<file path="src/rtl/icache_downstream_responder.sv">
// L2/memory stand-in below the icache MSHR: buffers line-fill requests in order and answers
// each with a full synthetic cache line after a fixed latency.
module icache_downstream_responder #(
  parameter int          REQ_FIFO_DEPTH = 4,
  parameter int          RESP_LATENCY   = 8,
  parameter logic [31:0] DATA_SEED      = 32'h0
) (
  input  logic           clk,
  input  logic           rst_n,
  input  logic           downstream_txreq_vld,
  output logic           downstream_txreq_rdy,
  input  logic [40:0]    downstream_txreq_pld,
  output logic           downstream_rxdat_vld,
  input  logic           downstream_rxdat_rdy,
  output logic [268:0]   downstream_rxdat_pld
);

  localparam int PTR_W = $clog2(REQ_FIFO_DEPTH);
  localparam int CNT_W = (RESP_LATENCY > 1) ? $clog2(RESP_LATENCY) : 1;
  localparam logic [PTR_W:0] PTR_ONE    = (PTR_W+1)'(1);
  localparam logic [CNT_W-1:0] CNT_ONE  = CNT_W'(1);
  localparam logic [CNT_W-1:0] CNT_LOAD = CNT_W'(RESP_LATENCY - 1);

  typedef enum logic [1:0] {S_IDLE, S_WAIT, S_RESP} state_t;

  state_t           state, state_nxt;
  logic [CNT_W-1:0] cnt, cnt_nxt;
  logic [40:0]      mem [REQ_FIFO_DEPTH];
  logic [PTR_W:0]   wr_ptr, rd_ptr, count;
  logic             full, empty, push, pop, remain;
  logic [40:0]      head;

  // Line data: each word is its own byte address within the aligned line, scrambled by the seed.
  function automatic logic [255:0] line_data(input logic [31:0] addr);
    logic [31:0]  base;
    logic [255:0] data;
    base = addr & ~32'h1F;
    for (int i = 0; i < 8; i++) begin
      data[32*i +: 32] = (base + 32'(4*i)) ^ DATA_SEED;
    end
    return data;
  endfunction

  // Extra MSB on the pointers distinguishes full from empty when the indices match.
  assign count  = wr_ptr - rd_ptr;
  assign empty  = (wr_ptr == rd_ptr);
  assign full   = (wr_ptr[PTR_W] != rd_ptr[PTR_W]) &&
                  (wr_ptr[PTR_W-1:0] == rd_ptr[PTR_W-1:0]);
  assign push   = downstream_txreq_vld && !full;
  assign pop    = (state == S_RESP) && downstream_rxdat_rdy;
  assign remain = (count > PTR_ONE) || push;
  assign head   = mem[rd_ptr[PTR_W-1:0]];

  assign downstream_txreq_rdy = !full;
  assign downstream_rxdat_vld = (state == S_RESP);
  assign downstream_rxdat_pld = (state == S_RESP)
    ? {head[40:36], head[35:32], line_data(head[31:0]), head[35:32]}
    : '0;

  always_ff @(posedge clk) begin
    if (push) mem[wr_ptr[PTR_W-1:0]] <= downstream_txreq_pld;
  end

  always_ff @(posedge clk or negedge rst_n) begin
    if (!rst_n) begin
      state  <= S_IDLE;
      cnt    <= '0;
      wr_ptr <= '0;
      rd_ptr <= '0;
    end else begin
      state <= state_nxt;
      cnt   <= cnt_nxt;
      if (push) wr_ptr <= wr_ptr + PTR_ONE;
      if (pop)  rd_ptr <= rd_ptr + PTR_ONE;
    end
  end

  always_comb begin
    state_nxt = state;
    cnt_nxt   = cnt;
    case (state)
      S_IDLE: begin
        if (!empty) begin
          state_nxt = S_WAIT;
          cnt_nxt   = CNT_LOAD;
        end
      end
      S_WAIT: begin
        if (cnt == '0) state_nxt = S_RESP;
        else           cnt_nxt   = cnt - CNT_ONE;
      end
      S_RESP: begin
        if (downstream_rxdat_rdy) begin
          if (remain) begin
            state_nxt = S_WAIT;
            cnt_nxt   = CNT_LOAD;
          end else begin
            state_nxt = S_IDLE;
          end
        end
      end
      default: state_nxt = S_IDLE;
    endcase
  end

endmodule

</file>
<file path="config.mk">
export PLATFORM = sky130hd
export DESIGN_NAME = icache_downstream_responder
export DESIGN_NICKNAME = d
export VERILOG_FILES = /design/src/rtl/icache_downstream_responder.sv
export SDC_FILE = /design/constraint.sdc
export NUM_CORES = 1
export LEC_CHECK = 0
export ABC_AREA = 1
export BUFFER_PORTS_ARGS = -buffer_cell sky130_fd_sc_hd__buf_2
export CORE_AREA = 4 4 134 136
export DETAILED_ROUTE_END_ITERATION = 10
export DIE_AREA = 0 0 138 140
export PLACE_DENSITY_LB_ADDON = 0.25
export RECOVER_POWER = 25
export SLEW_MARGIN = 20
export SYNTH_ARGS = -nofsm -noshare
export SYNTH_HDL_FRONTEND = slang
export SYNTH_SLANG_ARGS = --single-unit
</file>
<file path="constraint.sdc">
create_clock -name clk -period 4.1 [get_ports clk]
set_input_delay 0.205 -clock clk [delete_from_list [all_inputs] [get_ports clk]]
set_output_delay 0.205 -clock clk [all_outputs]
set_load 0.01 [all_outputs]
</file>
; Word level (Yosys, flattened, before mapping)
; Memory sizes are Yosys's and may differ from the RTL's.
; Cells that the tools add are included.
[word_totals]
output_inout_bits = 271
inputBits = 45
regBits = 11
ramBits = 164
wordCells = 50
mem_count = 1
[memory_table]
columns = name, depth, width, rd, rd_ports_with_merged_regs, wr, line
row1 = mem, 4, 41, 1, 0, 1, 28  ; logic [40:0] mem [REQ_FIFO_DEPTH];
[op_classes]
n_addsub = 11
muxes = 13
n_eq_ne = 10
n_reduce_logical = 10
n_lt_le_gt_ge = 1
[ops]
columns = cell, n
row1 = $mux 269, 1
row2 = $add 32x5->32 const B, 4
row3 = $add 32x4->32 const B, 2
row4 = $add 32x3->32 const B, 1
row5 = $mux 3, 4
row6 = $pmux 3 s3, 1
row7 = $add 3x1->3 const B, 2
row8 = $mux 2, 3
row9 = $ne 2x2->1 const B, 3
row10 = $pmux 2 s3, 1
row11 = $reduce_and 5->1, 1
row12 = $ne 2x1->1 const B, 2
row13 = $eq 3x3->1, 1
row14 = $gt 3x1->1 const B, 1
row15 = $logic_and 1x1->1, 3
row16 = $logic_not 3->1, 1
row17 = $mux 1, 3
row18 = $reduce_and 3->1, 1
row19 = $reduce_bool 3->1, 1
row20 = $sub 3x1->3 const B, 1
row21 = $sub 3x3->3, 1
row22 = $eq 2x1->1 const B, 1
row23 = $eq 2x2->1, 1
row24 = $eq 2x2->1 const B, 1
row25 = 4 further kinds, 4

; Depth between registers and ports, before layout
[logic_depth]
word_depth = 8
ltp_mapped = 12
depth_no_buf = 11

; Worst setup path before layout
; No wires, ideal clock.
[synth_path]
kind = register -> register
from = reg rd_ptr[1]
to = mem mem[0][10] (enable)
period_less_slack_ps = 3286
path_slack_ps = 814
stages_incl_launch_ff = 10
setup_ps = 429
arrival_ps = 2857
path_buffers = 2
cell_sequence = dfrtp_1 > buf_4 > inv_2 > buf_2 > ha_1 > nand2_1 > inv_1 > nand3_2 > nand2_4 > nor2_1
[synth_via]
elab_chain_len = 6
[synth_rtl]
columns = item, line
row1 = start: declaration, 29  ; logic [PTR_W:0] wr_ptr, rd_ptr, count;
row2 = start signal: assignment, 74  ; if (pop) rd_ptr <= rd_ptr + PTR_ONE;
row3 = $eq 2x2->1, 48  ; (wr_ptr[PTR_W-1:0] == rd_ptr[PTR_W-1:0]);
row4 = $logic_and 1x1->1, 47  ; assign full = (wr_ptr[PTR_W] != rd_ptr[PTR_W]) &&
row5 = $logic_not 1->1, --
row6 = net downstream_txreq_rdy, 11  ; output logic downstream_txreq_rdy,
row7 = $logic_and 1x1->1, 49  ; assign push = downstream_txreq_vld && !full;
row8 = $mux 1, 61  ; if (push) mem[wr_ptr[PTR_W-1:0]] <= downstream_txreq_pld;
row9 = $mux 1 (not written as such), 61
row10 = end: declaration, 28
; The timed path passes the listed nets, and every way through them passes these cells.

; Worst setup path after layout
[layout_path]
from = reg rd_ptr[0]
to = out downstream_rxdat_pld[31]
[layout_via]
elab_chain_len = 2
[layout_rtl]
columns = item, line
row1 = $mem_v2 4x41, --
row2 = $mux 269, 57  ; ? {head[40:36], head[35:32], line_data(head[31:0]), head[35:32]}
row3 = end: declaration, 15  ; output logic [268:0] downstream_rxdat_pld
; No other way between the ends.

==> impl_results.md <==
- Pins over their slew limit: 0
- Post-CTS setup buffers: 0
- Hold Crit Class: in2reg
- CP endpoint: downstream_rxdat_pld[31]
- Min cycle time layout: 3.168 ns
- Highest clock rate: between 0.3 and 0.4 GHz
- Slew headroom: between 40% and 50%
- Clk buf depth: 2
- Chip width: 138 um
- Commonest non-fill, non-tap cell in the layout: buf_2
- Most frequent cells in the layout: buf_2 (249), nor2_1 (151), edfxtp_1 (144)
- Final wirelength: approximately 16 mm
- CP max FO: between 40 and 50
- Syn Area/Cell: 10.74 um^2
- HP Start: downstream_rxdat_rdy
- Die H: 140 um
- Grt ovf: 0
- TritonCTS clock tree: done
- Post-synth EDFFs: 144
- Sequential area share after synthesis: 57.08%
- Overall global routing resource usage: roughly 16%
- Flop-to-flop setup slack: 1.35 ns
- I/O pin count: roughly 320
- Final HPWL DP: 10.01 mm
- Core Area: around 17000 um^2
- Via Count: 4984
- Worst-margin pin slew: 0.7807 ns
- Leak Pwr: 4.114 nW
- Final hold vios: 0
- Mapped Cells: 750
- DRC: 0
- Row cnt: 48
- CTS H-tree depth: 4
- Warnings from Yosys: 0
- Startpoint Class: flop
- R2R depth: 7
- Clock root buffer: clkbuf_16
- Seq cells post-synth: 155
- Clock transition at path regs: ~0.060 ns
- Crit. End Element: output port
- Proportion of layout cells with a drive suffix above 1: 34.93%
- Yosys cell types: 26
- Peak VDD IR: 0.3953 mV
- Status: completed
- CTS Sinks: ~160
- Placed Area: 8088 um^2
- Reg-to-Reg Start: rd_ptr[0]
- Pre-Repair DR Iteration Count: 4
- CP Class: reg2out
- Diodes inserted: 0
- Crit Reg-Reg Endpoint: mem[0][23]
- Clock Skew: 0.01097 ns
- Power per Cell Area: 606.6 nW/um^2
- Final instance area: 8954 um^2
- Primary FF master, synth: edfxtp_1
- Synth-to-layout area growth: 11.12%
- Arrival @ worst endpoint: 2.96 ns
- Critical Path Start: rd_ptr[0]
- Required @ worst endpoint: 3.89 ns
- Antenna violations before repair: 0
- Die area: about 19000 um^2
- Final setup vio count: 0
- Maximum number of pins on one net before global-route repair: 47
- Worst-Skew Late Latency: roughly 0.42 ns
- RSZ-0062 raised after global routing: no
- Post-Syn Area: 8058 um^2
- Pwr Total: 5.431 mW
- Per-cell routed wire length: 14.61 um
- Async SR Flop Fraction: 7.097%
- First-pass GRT wire length: 24.93 mm
- Period Utilization, post-route: 77.27%
- Total Neg Setup Slack: 0 ns
- Net count, final: 918
- Vias per cell: ~4.5
- 1st-iter DRT viols: 171
- Vias in the first global route: 4743
- Final GP Congestion: 0.7418
- Final ANT Viol Nets: 0
- I/O Buffers: approximately 280
- Initial cell density of the core: about 48%
- CTS Buf Count: 17
- Max Cap Viol: 0
-- report_power, final --
| part | switching [mW] | internal (mW) | total [mW] | leakage (nW) |
|---|---|---|---|---|
| combinational | 1.15 | 0.547 | 1.70 | 2.40 |
| clock | 0.636 | 0.847 | 1.48 | 0.266 |
| sequential | 0.144 | 2.11 | 2.25 | 1.44 |
| total | 1.93 | 3.50 | 5.43 | 4.11 |
-- synth_stat cells, types with 2 or more instances --
library cell | count | area [um^2]
edfxtp_1 | 144 | 4324
nand3_1 | 7 | 35.03
inv_1 | 17 | 63.81
dfrtp_1 | 11 | 275.3
nor2_2 | 2 | 12.51
o21ai_0 | 52 | 260.3
xor2_1 | 4 | 35.03
nor2_1 | 154 | 578.1
buf_4 | 236 | 1772
buf_6 | 3 | 33.78
inv_2 | 2 | 7.510
nand2_2 | 3 | 18.77
clkbuf_2 | 4 | 20.02
clkbuf_1 | 6 | 22.52
a21oi_1 | 39 | 195.2
o21ai_1 | 20 | 100.1
ha_1 | 9 | 112.6
nand2_1 | 19 | 71.32
buf_2 | 11 | 55.05
-- logic make-up (layout without fill, tap and decap cells) --
logic type,Yosys count,after routing,share of synthesized area (%)
adder cells (fa/ha/maj),10,10,1.646
other,1,28,0.04654
AO/OA/AOI/OAI,112,112,6.988
XOR/XNOR,4,4,0.4347
flip-flops,155,155,57.08
buffers and inverters,279,378,24.50
AND/OR/NAND/NOR,189,189,9.301
-- through the flow --
step	hold WS, ns	instances	utilization [%]	setup WS (ns)
floorplan	-0.09059	777	-	0.8137
global placement	0.09627	1035	47.75	1.313
detailed placement	0.09779	1035	47.75	1.285
CTS	0.004147	1101	53.11	0.8240
global route	0.08910	1101	52.87	0.6154
finish	0.09863	1101	52.87	0.9321
-- registers in the layout (all words and copies together), names as in the netlist --
register,cells
cnt,3
rd_ptr,3
mem,144
state,2
wr_ptr,3
-- cell type report --
type / instances / area (um^2)
Multi-Input combinational cell: 343 / 1615
Timing Repair Buffer: 327 / 1818
Fill cell: 1510 / 7983
Inverter: 19 / 71.32
Tap cell: 225 / 281.5
Sequential cell: 155 / 4601
Clock inverter: 14 / 137.6
Clock buffer: 18 / 429.2
-- per-layer routing --
layer  share of wire [%]  up-vias  global-route usage [%]  wire length (um)
met4                0.90        0                   4.940               145
met5                   0        -                       0                 0
met3                 5.8       14                   3.756               931
li1                    -     2466                       -                 -
met2                  53      172                   30.19              8598
met1                  40     2332                   18.79              6410
-- worst max-delay path, stage by stage (launching register included) --
cell	delay [ns]
dfrtp_2	0.66
inv_2	0.70
buf_4	0.40
o21ai_0	0.13
a21oi_1	0.41
buf_2	0.22
-- repair_timing --
action / in CTS / in global routing
hold buffers: 34 / 0
hold endpoints to repair: 143 / 0
resized for setup: 0 / 0
-- worst min-delay path by stage --
stage,endpoint,cells after the start
after floorplan,cnt[0],0
after global placement,cnt[1],1
after detailed placement,cnt[2],1
after CTS,mem[0][21],1
after global routing,mem[2][21],1
final,rd_ptr[2],3
Note: power is estimated with default switching activity, not from simulation.
